**src/rtl/fpu_rr_arbiter.sv**
```systemverilog
// fpu_rr_arbiter: round-robin arbiter/sequencer sharing one FPU among 8 requesters.
// Latency: req->gnt 1 cycle, start in first grant cycle, done->gnt drop 1 cycle.
// Backpressure: the grant is held until the FPU reports done; requests wait in IDLE.
//
// Ports:
//   clk, rst           clock, asynchronous active-high reset
//   req[7:0]           level-sensitive request vector
//   done               one-cycle FPU completion pulse
//   gnt[7:0]           registered one-hot grant, zero when no grant is held
//   gnt_idx[2:0]       index of current/last winner (qualify with gnt_valid)
//   gnt_valid, busy    grant held / ISSUE or BUSY
//   start              one-cycle FPU launch strobe
//   timeout_err        sticky watchdog flag
// Optional feature: define FPU_ARB_TIMEOUT_EN to build the BUSY watchdog
// (aborts after TIMEOUT_CYCLES BUSY cycles without done).
module fpu_rr_arbiter #(
    parameter int N_REQ          = 8,
    parameter int IDX_W          = 3,
    parameter int TIMEOUT_CYCLES = 64
) (
    input  logic             clk,
    input  logic             rst,
    input  logic [N_REQ-1:0] req,
    input  logic             done,
    output logic [N_REQ-1:0] gnt,
    output logic [IDX_W-1:0] gnt_idx,
    output logic             gnt_valid,
    output logic             start,
    output logic             busy,
    output logic             timeout_err
);

    typedef enum logic [1:0] {
        IDLE  = 2'd0,
        ISSUE = 2'd1,
        BUSY  = 2'd2
    } state_t;

    state_t           state_q, state_d;
    logic [IDX_W-1:0] ptr;
    logic [IDX_W-1:0] winner;
    logic             any_req;
    logic             grant_load;
    logic             release_op;
    logic             expire;

    // Rotating priority scan: first set bit at ptr, ptr+1, ... with 3-bit wrap.
    always_comb begin
        logic [IDX_W-1:0] idx;
        winner  = ptr;
        any_req = 1'b0;
        for (int i = 0; i < N_REQ; i++) begin
            idx = ptr + IDX_W'(i);
            if (!any_req && req[idx]) begin
                winner  = idx;
                any_req = 1'b1;
            end
        end
    end

    always_comb begin
        state_d    = state_q;
        grant_load = 1'b0;
        release_op = 1'b0;
        case (state_q)
            IDLE: begin
                if (any_req) begin
                    grant_load = 1'b1;
                    state_d    = ISSUE;
                end
            end
            // done cannot legitimately arrive here, so it is not sampled.
            ISSUE: state_d = BUSY;
            BUSY: begin
                if (done || expire) begin
                    release_op = 1'b1;
                    state_d    = IDLE;
                end
            end
            default: state_d = IDLE;
        endcase
    end

    always_ff @(posedge clk or posedge rst) begin
        if (rst) begin
            state_q   <= IDLE;
            gnt       <= '0;
            gnt_idx   <= '0;
            gnt_valid <= 1'b0;
            ptr       <= '0;
        end else begin
            state_q <= state_d;
            if (grant_load) begin
                gnt_idx   <= winner;
                gnt       <= N_REQ'(1) << winner;
                gnt_valid <= 1'b1;
            end else if (release_op) begin
                gnt       <= '0;
                gnt_valid <= 1'b0;
                ptr       <= gnt_idx + IDX_W'(1);
            end
        end
    end

    // Decoded from the state register only, so glitch-free and cleared by rst at once.
    assign start = (state_q == ISSUE);
    assign busy  = (state_q != IDLE);

`ifdef FPU_ARB_TIMEOUT_EN
    logic [15:0] busy_cnt;
    logic        tmo_flag;

    // busy_cnt counts completed BUSY cycles; expiry fires in the TIMEOUT_CYCLES-th one.
    assign expire = (state_q == BUSY) && (busy_cnt == 16'(TIMEOUT_CYCLES - 1));

    always_ff @(posedge clk or posedge rst) begin
        if (rst) begin
            busy_cnt <= '0;
            tmo_flag <= 1'b0;
        end else begin
            if (state_q == ISSUE)
                busy_cnt <= '0;
            else if (state_q == BUSY)
                busy_cnt <= busy_cnt + 16'd1;
            // A simultaneous done counts as normal completion.
            if (expire && !done)
                tmo_flag <= 1'b1;
        end
    end

    assign timeout_err = tmo_flag;
`else
    assign expire      = 1'b0;
    assign timeout_err = 1'b0;
`endif

endmodule

```
**config.mk**
```make
export PLATFORM = sky130hd
export DESIGN_NAME = fpu_rr_arbiter
export DESIGN_NICKNAME = d
export VERILOG_FILES = /design/src/rtl/fpu_rr_arbiter.sv
export SDC_FILE = /design/constraint.sdc
export NUM_CORES = 1
export LEC_CHECK = 0
export CAP_MARGIN = 20
export CORE_MARGIN = 5
export CORE_UTILIZATION = 40
export CTS_CLUSTER_DIAMETER = 40
export DETAILED_ROUTE_END_ITERATION = 7
export PLACE_DENSITY_LB_ADDON = 0.08
export SYNTH_ARGS = -nofsm -noshare
export SYNTH_HDL_FRONTEND = slang
export SYNTH_SLANG_ARGS = --single-unit
```
**constraint.sdc**
```tcl
create_clock -name clk -period 4.55 [get_ports clk]
set_clock_uncertainty 0.05 [all_clocks]
set_input_delay 1.365 -clock clk [delete_from_list [all_inputs] [get_ports clk]]
set_output_delay 1.365 -clock clk [all_outputs]
set_load 0.01 [all_outputs]
```
Word level (Yosys, flattened, before mapping)
Index checks and enable logic that the tools add are counted.
{"block": "classes", "n_shift": 1, "n_eq_ne": 4, "n_mux": 42, "bitwise": 1, "add_sub_neg": 8, "n_reduce_logical": 19, "magnitude_cmp": 8}
{"operator": "< comparator 3 x 4 -> 1 bit, second input constant", "n": 8}
{"operator": "binary-select mux 1 bit (select 3 bit)", "n": 8}
{"operator": "two-way mux 1 bit", "n": 22}
{"operator": "two-way mux 3 bit", "n": 7}
{"operator": "two-way mux 8 bit", "n": 2}
{"operator": "adder 3 bit, second input constant", "n": 4}
{"operator": "<< shifter 1 x 3 -> 8 bit, first input constant", "n": 1}
{"operator": "logical AND 1 bit", "n": 7}
{"operator": "zero test 1 bit", "n": 7}
{"operator": "adder 3 x 1 -> 3 bit, second input constant", "n": 2}
{"operator": "adder 3 x 2 -> 3 bit, second input constant", "n": 2}
{"operator": "case mux 2 bit (3 select lines)", "n": 1}
{"operator": "two-way mux 2 bit", "n": 2}
{"operator": "!= test 2 bit, second input constant", "n": 2}
{"operator": "AND reduction 2 bit", "n": 2}
{"operator": "nonzero test 2 bit", "n": 2}
{"operator": "== test 2 x 1 -> 1 bit, second input constant", "n": 1}
{"operator": "== test 2 bit, second input constant", "n": 1}
{"operator": "zero test 2 bit", "n": 1}
{"operator": "NOT 1 bit", "n": 1}
{"block": "word_totals", "register_bits": 17, "out_inout_bits": 15, "input_bits": 11, "word_cells": 88}

Depth between registers and ports, before layout
{"block": "depth", "word_depth": 28, "depth_mapped": 15, "mapped_depth_nobuf": 10}

Worst setup path after synthesis
Ideal clock, no wire load.
{"block": "synth_path", "path_type": "in2reg", "from": "input req[3]", "to": "register gnt[6]", "slack_ns": 1.019, "n_path_buf": 0, "setup_time_ns": 0.121, "required_time_ns": 4.379, "t_arrival_ns": 3.360, "path_stages": 8, "cell_sequence": "mux4_2 -> or2_1 -> o21bai_4 -> and2_4 -> or3_1 -> a222oi_1 -> o22ai_1 -> a22o_1"}
{"block": "synth_between", "elab_chain_len": 27, "elab_cells_between_ends": 50, "classes_between": "1 x shift; 34 x mux; 15 x reduce/logical"}
{"item": "start: declaration", "line": "23", "source": "input logic [N_REQ-1:0] req,"}
{"item": "binary-select mux 1 bit (select 3 bit)", "line": "54", "source": "if (!any_req && req[idx]) begin"}
{"item": "two-way mux 1 bit (not written as such)", "line": "54"}
{"item": "two-way mux 1 bit", "line": "54"}
{"item": "zero test 1 bit", "line": "54"}
{"item": "logical AND 1 bit", "line": "54"}
{"item": "two-way mux 1 bit", "line": "54"}
{"item": "zero test 1 bit", "line": "54"}
{"item": "logical AND 1 bit", "line": "54"}
{"item": "(+11 left out)"}
{"item": "logical AND 1 bit", "line": "54"}
{"item": "two-way mux 1 bit", "line": "54"}
{"item": "zero test 1 bit", "line": "54"}
{"item": "logical AND 1 bit", "line": "54"}
{"item": "two-way mux 1 bit", "line": "54"}
{"item": "two-way mux 1 bit", "line": "67", "source": "if (any_req) begin"}
{"item": "two-way mux 1 bit", "line": "65", "source": "case (state_q)"}
{"item": "two-way mux 8 bit or nonzero test 2 bit (tied branches)"}
{"item": "end signal: assignment", "line": "95", "source": "gnt <= N_REQ'(1) << winner;"}
{"item": "end: declaration", "line": "25", "source": "output logic [N_REQ-1:0] gnt,"}
Several ways; a longest one is shown, not always the timed one. The select of a mux whose other input is x is not followed.
A chain may end at the register's enable or synchronous reset.

Worst setup path after layout
{"block": "layout_path", "from": "input req[5]", "to": "register gnt[6]"}
Same word-level chain as after synthesis.

==> results.py <==
metrics = {
    "global_routing": {
        "busiest_layer": "met2",
        "antenna_found_initial": 0,
        "met3_usage": 0.0387,
        "globalRouteMet2Util": 0.266,
        "track_usage": 0.169,
        "use_met1": 0.242,
        "grt_max_degree": 18,
        "grt.overflow.total": 0,
        "grt_pass1_wl_mm": 7.30,
        "grt_pass1_vias": 1496,
    },
    "critical_path": {
        "r2r_start": "ptr[0]$_DFFE_PP0P_",
        "critPathLaunchType": "primary input",
        "critPathArrivalTime_ps": 4180,
        "worst_setup_path_end_kind": "register",
        "critPathMaxFanout": 6,
        "worst-setup-path-type": "in -> reg",
        "critPathLaunch": "req[5]",
        "crit_required_ps": 4640,
    },
    "clocking": {
        "numCtsBuffers": 3,
        "insertion_delay_ps": 250,
        "post_cts_buffers": 0,
        "clkSinkCount": 17,
        "cts_resized": 0,
        "cts_root_buf": "clkbuf_8",
        "htree_levels": 1,
        "clkTransAtPathRegs_ps": 60,
        "cts-hold-fix-buffers": 0,
        "cts_tree": "yes",
        "cts_buffer_depth": 2,
    },
    "timing": {
        "fin_crit_sh": 0.898,
        "hold_violations": 0,
        "tightest_slew_ps": 626,
        "setup_viol": 0,
        "tns_ps": 0,
        "slew_headroom": 0.582,
        "slew_viol_final": 0,
        "rsz0062_at_grt": "false",
        "fin_hold_ws_ps": 429,
        "fin_ws_ps": 462,
        "max_freq_mhz": 245,
        "min_period_ps": 4090,
    },
    "logic_synthesis": {
        "synth_compound_area_frac": 0.206,
        "synth-simple-area-share": 0.177,
        "synth_area_leader_cell": "dfrtp_1",
        "synth_area_um2": 1690,
        "synthAdderAreaFrac": 0.0222,
        "ys_seq_elements": 17,
        "synth_top_family_by_area": "multiplexers",
        "yosys.cell_types.count": 60,
        "ys_top_cells_by_area": "dfrtp_1, mux4_2, mux2i_1, mux4_1, a22o_1",
        "yosysWarnings": 0,
        "ys_seq_area_frac": 0.251,
        "syn-num-nets": 180,
        "async_flop_share": 1.00,
        "synth_top_area_share": 0.251,
        "postSynthCellCount": 166,
        "muxShareOfSynthArea": 0.240,
        "synth_edf_count": 0,
        "synthFlopType": "dfrtp_1",
        "syn_avg_cell_area_um2": 10.2,
        "synth_xor_area_frac": 0.0311,
    },
    "layout": {
        "finalNetCount": 205,
        "areaGrowthSynthToFinish_pct": 19.6,
        "antenna_cells": 0,
        "fill_cells": 376,
        "post-route-util": 0.499,
        "drive_gt1_frac": 0.189,
        "regArea_um2": 425,
        "multi_input_comb_area_um2": 1150,
    },
    "place": {
        "io_buffer_count": 24,
        "dp_slack_ps": 255,
        "dpl.hpwl_mm": 3.46,
        "place_congestion": 0.899,
    },
    "worst_hold_path": {
        "hp-start": "gnt_valid$_DFFE_PP0P_",
        "worstHoldPathType": "reg -> reg",
    },
    "floorplanning": {
        "initial_core_util": 0.417,
        "die_area_um2": 5630,
        "die_w_um": 75.0,
        "die_y_um": 75.0,
        "pin_count": 26,
        "coreArea_um2": 4060,
        "rows": 23,
    },
    "drt": {
        "wl_per_cell_um": 17.8,
        "vias": 1411,
        "drt-vias-per-instance": 5.88,
        "drtIter0Drc": 72,
        "wl_mm": 4.28,
        "dr.pass1.iters": 6,
        "drc_errors": 0,
        "ant_nets": 0,
    },
    "outcome": {
        "outcome": "completed",
    },
    "run": {
        "maxCapViolCount": 0,
    },
}
==> layout by cell type, fill, tap and decap left out, drive strengths merged, types with 4 or more instances in the layout <==
cell type and count:
clkdlybuf4s50 24, dfrtp 17, nand2 12, mux2i 11, mux4 11, o21ai 10, inv 9, buf 9
a22o 6, a21oi 6, nor2 5, o22ai 4, o2bb2ai 4, a31oi 4
==> kinds of logic after synthesis <==
kind of cell	count (synthesis)
simple gates	47
other cells	1
flops	17
mux	24
xor+xnor	6
buf+inv	22
compound gates	46
fa+ha+maj	3
==> layer usage <==
layer	vias to the layer above	share of wire	wire length, um
met1	689	0.49	2080
met4	0	0.0093	40
met2	34	0.46	1980
li1	681	-	-
met3	7	0.043	183
met5	-	0	0
==> registers in the layout, indices dropped and copies added, names as in the netlist <==
register   flops
gnt            8
gnt_idx        3
ptr            3
state_q        2
gnt_valid      1
==> Yosys cell counts (2+ instances only) <==
library cell / number
and2_1: 2
mux4_2: 8
nand3_1: 2
mux2i_2: 3
nor2_1: 5
o22ai_1: 4
o2bb2ai_1: 4
inv_1: 9
mux2i_1: 8
or3_1: 2
buf_6: 2
xor2_1: 3
a22o_1: 6
nor3b_1: 3
a21oi_1: 6
ha_1: 3
a31oi_1: 3
mux4_1: 3
nand3b_1: 2
a22oi_1: 2
nor3_2: 2
nor2b_1: 3
nand2b_1: 2
o21ai_0: 9
dfrtp_1: 17
xnor2_1: 3
nand2_1: 12
buf_2: 4
clkbuf_1: 3
==> final cells by class <==
type                       count  share of cell area
inverter                       9              0.0167
multi-input combinational    127               0.567
timing repair buffer          33               0.152
clock buffer                   3              0.0204
clock inverter                 1             0.00247
tap                           50              0.0309
sequential                    17               0.210
==> per-stage QoR <==
| stage | cells | instance area [um^2] |
|---|---|---|
| 2_1_floorplan | 166 | 1690 |
| 3_3_place_gp | 236 | 1980 |
| 3_5_place_dp | 236 | 1980 |
| 4_1_cts | 240 | 2020 |
| 5_1_grt | 240 | 2020 |
| 6_report | 240 | 2020 |
==> worst paths after layout <==
| kind | end | slack [ps] | cells past startpoint |
|---|---|---|---|
| worst max-delay path | gnt[6]$_DFFE_PP0P_ | 460 | 9 |
| max in group asynchronous | gnt[7]$_DFFE_PP0P_ | 2610 | 2 |
| min in group asynchronous | gnt[0]$_DFFE_PP0P_ | 1440 | 2 |
| worst min register to register | gnt_valid$_DFFE_PP0P_ | 430 | 2 |
| worst max register to register | gnt[4]$_DFFE_PP0P_ | 1170 | 10 |
| worst min-delay path | gnt_valid$_DFFE_PP0P_ | 430 | 2 |
==> worst max-delay path, stage by stage <==
cell and delay [ps]:
clkdlybuf4s50_1 490, mux4_1 590, nand2b_1 190, nand2b_4 180, and2_4 180, or3_1 360, a222oi_1 340, o22ai_1 260
a22o_1 230
Power is left out: the tool's default activity adds up to more than one toggle a clock period on the data nets, which glitch-free logic cannot reach.
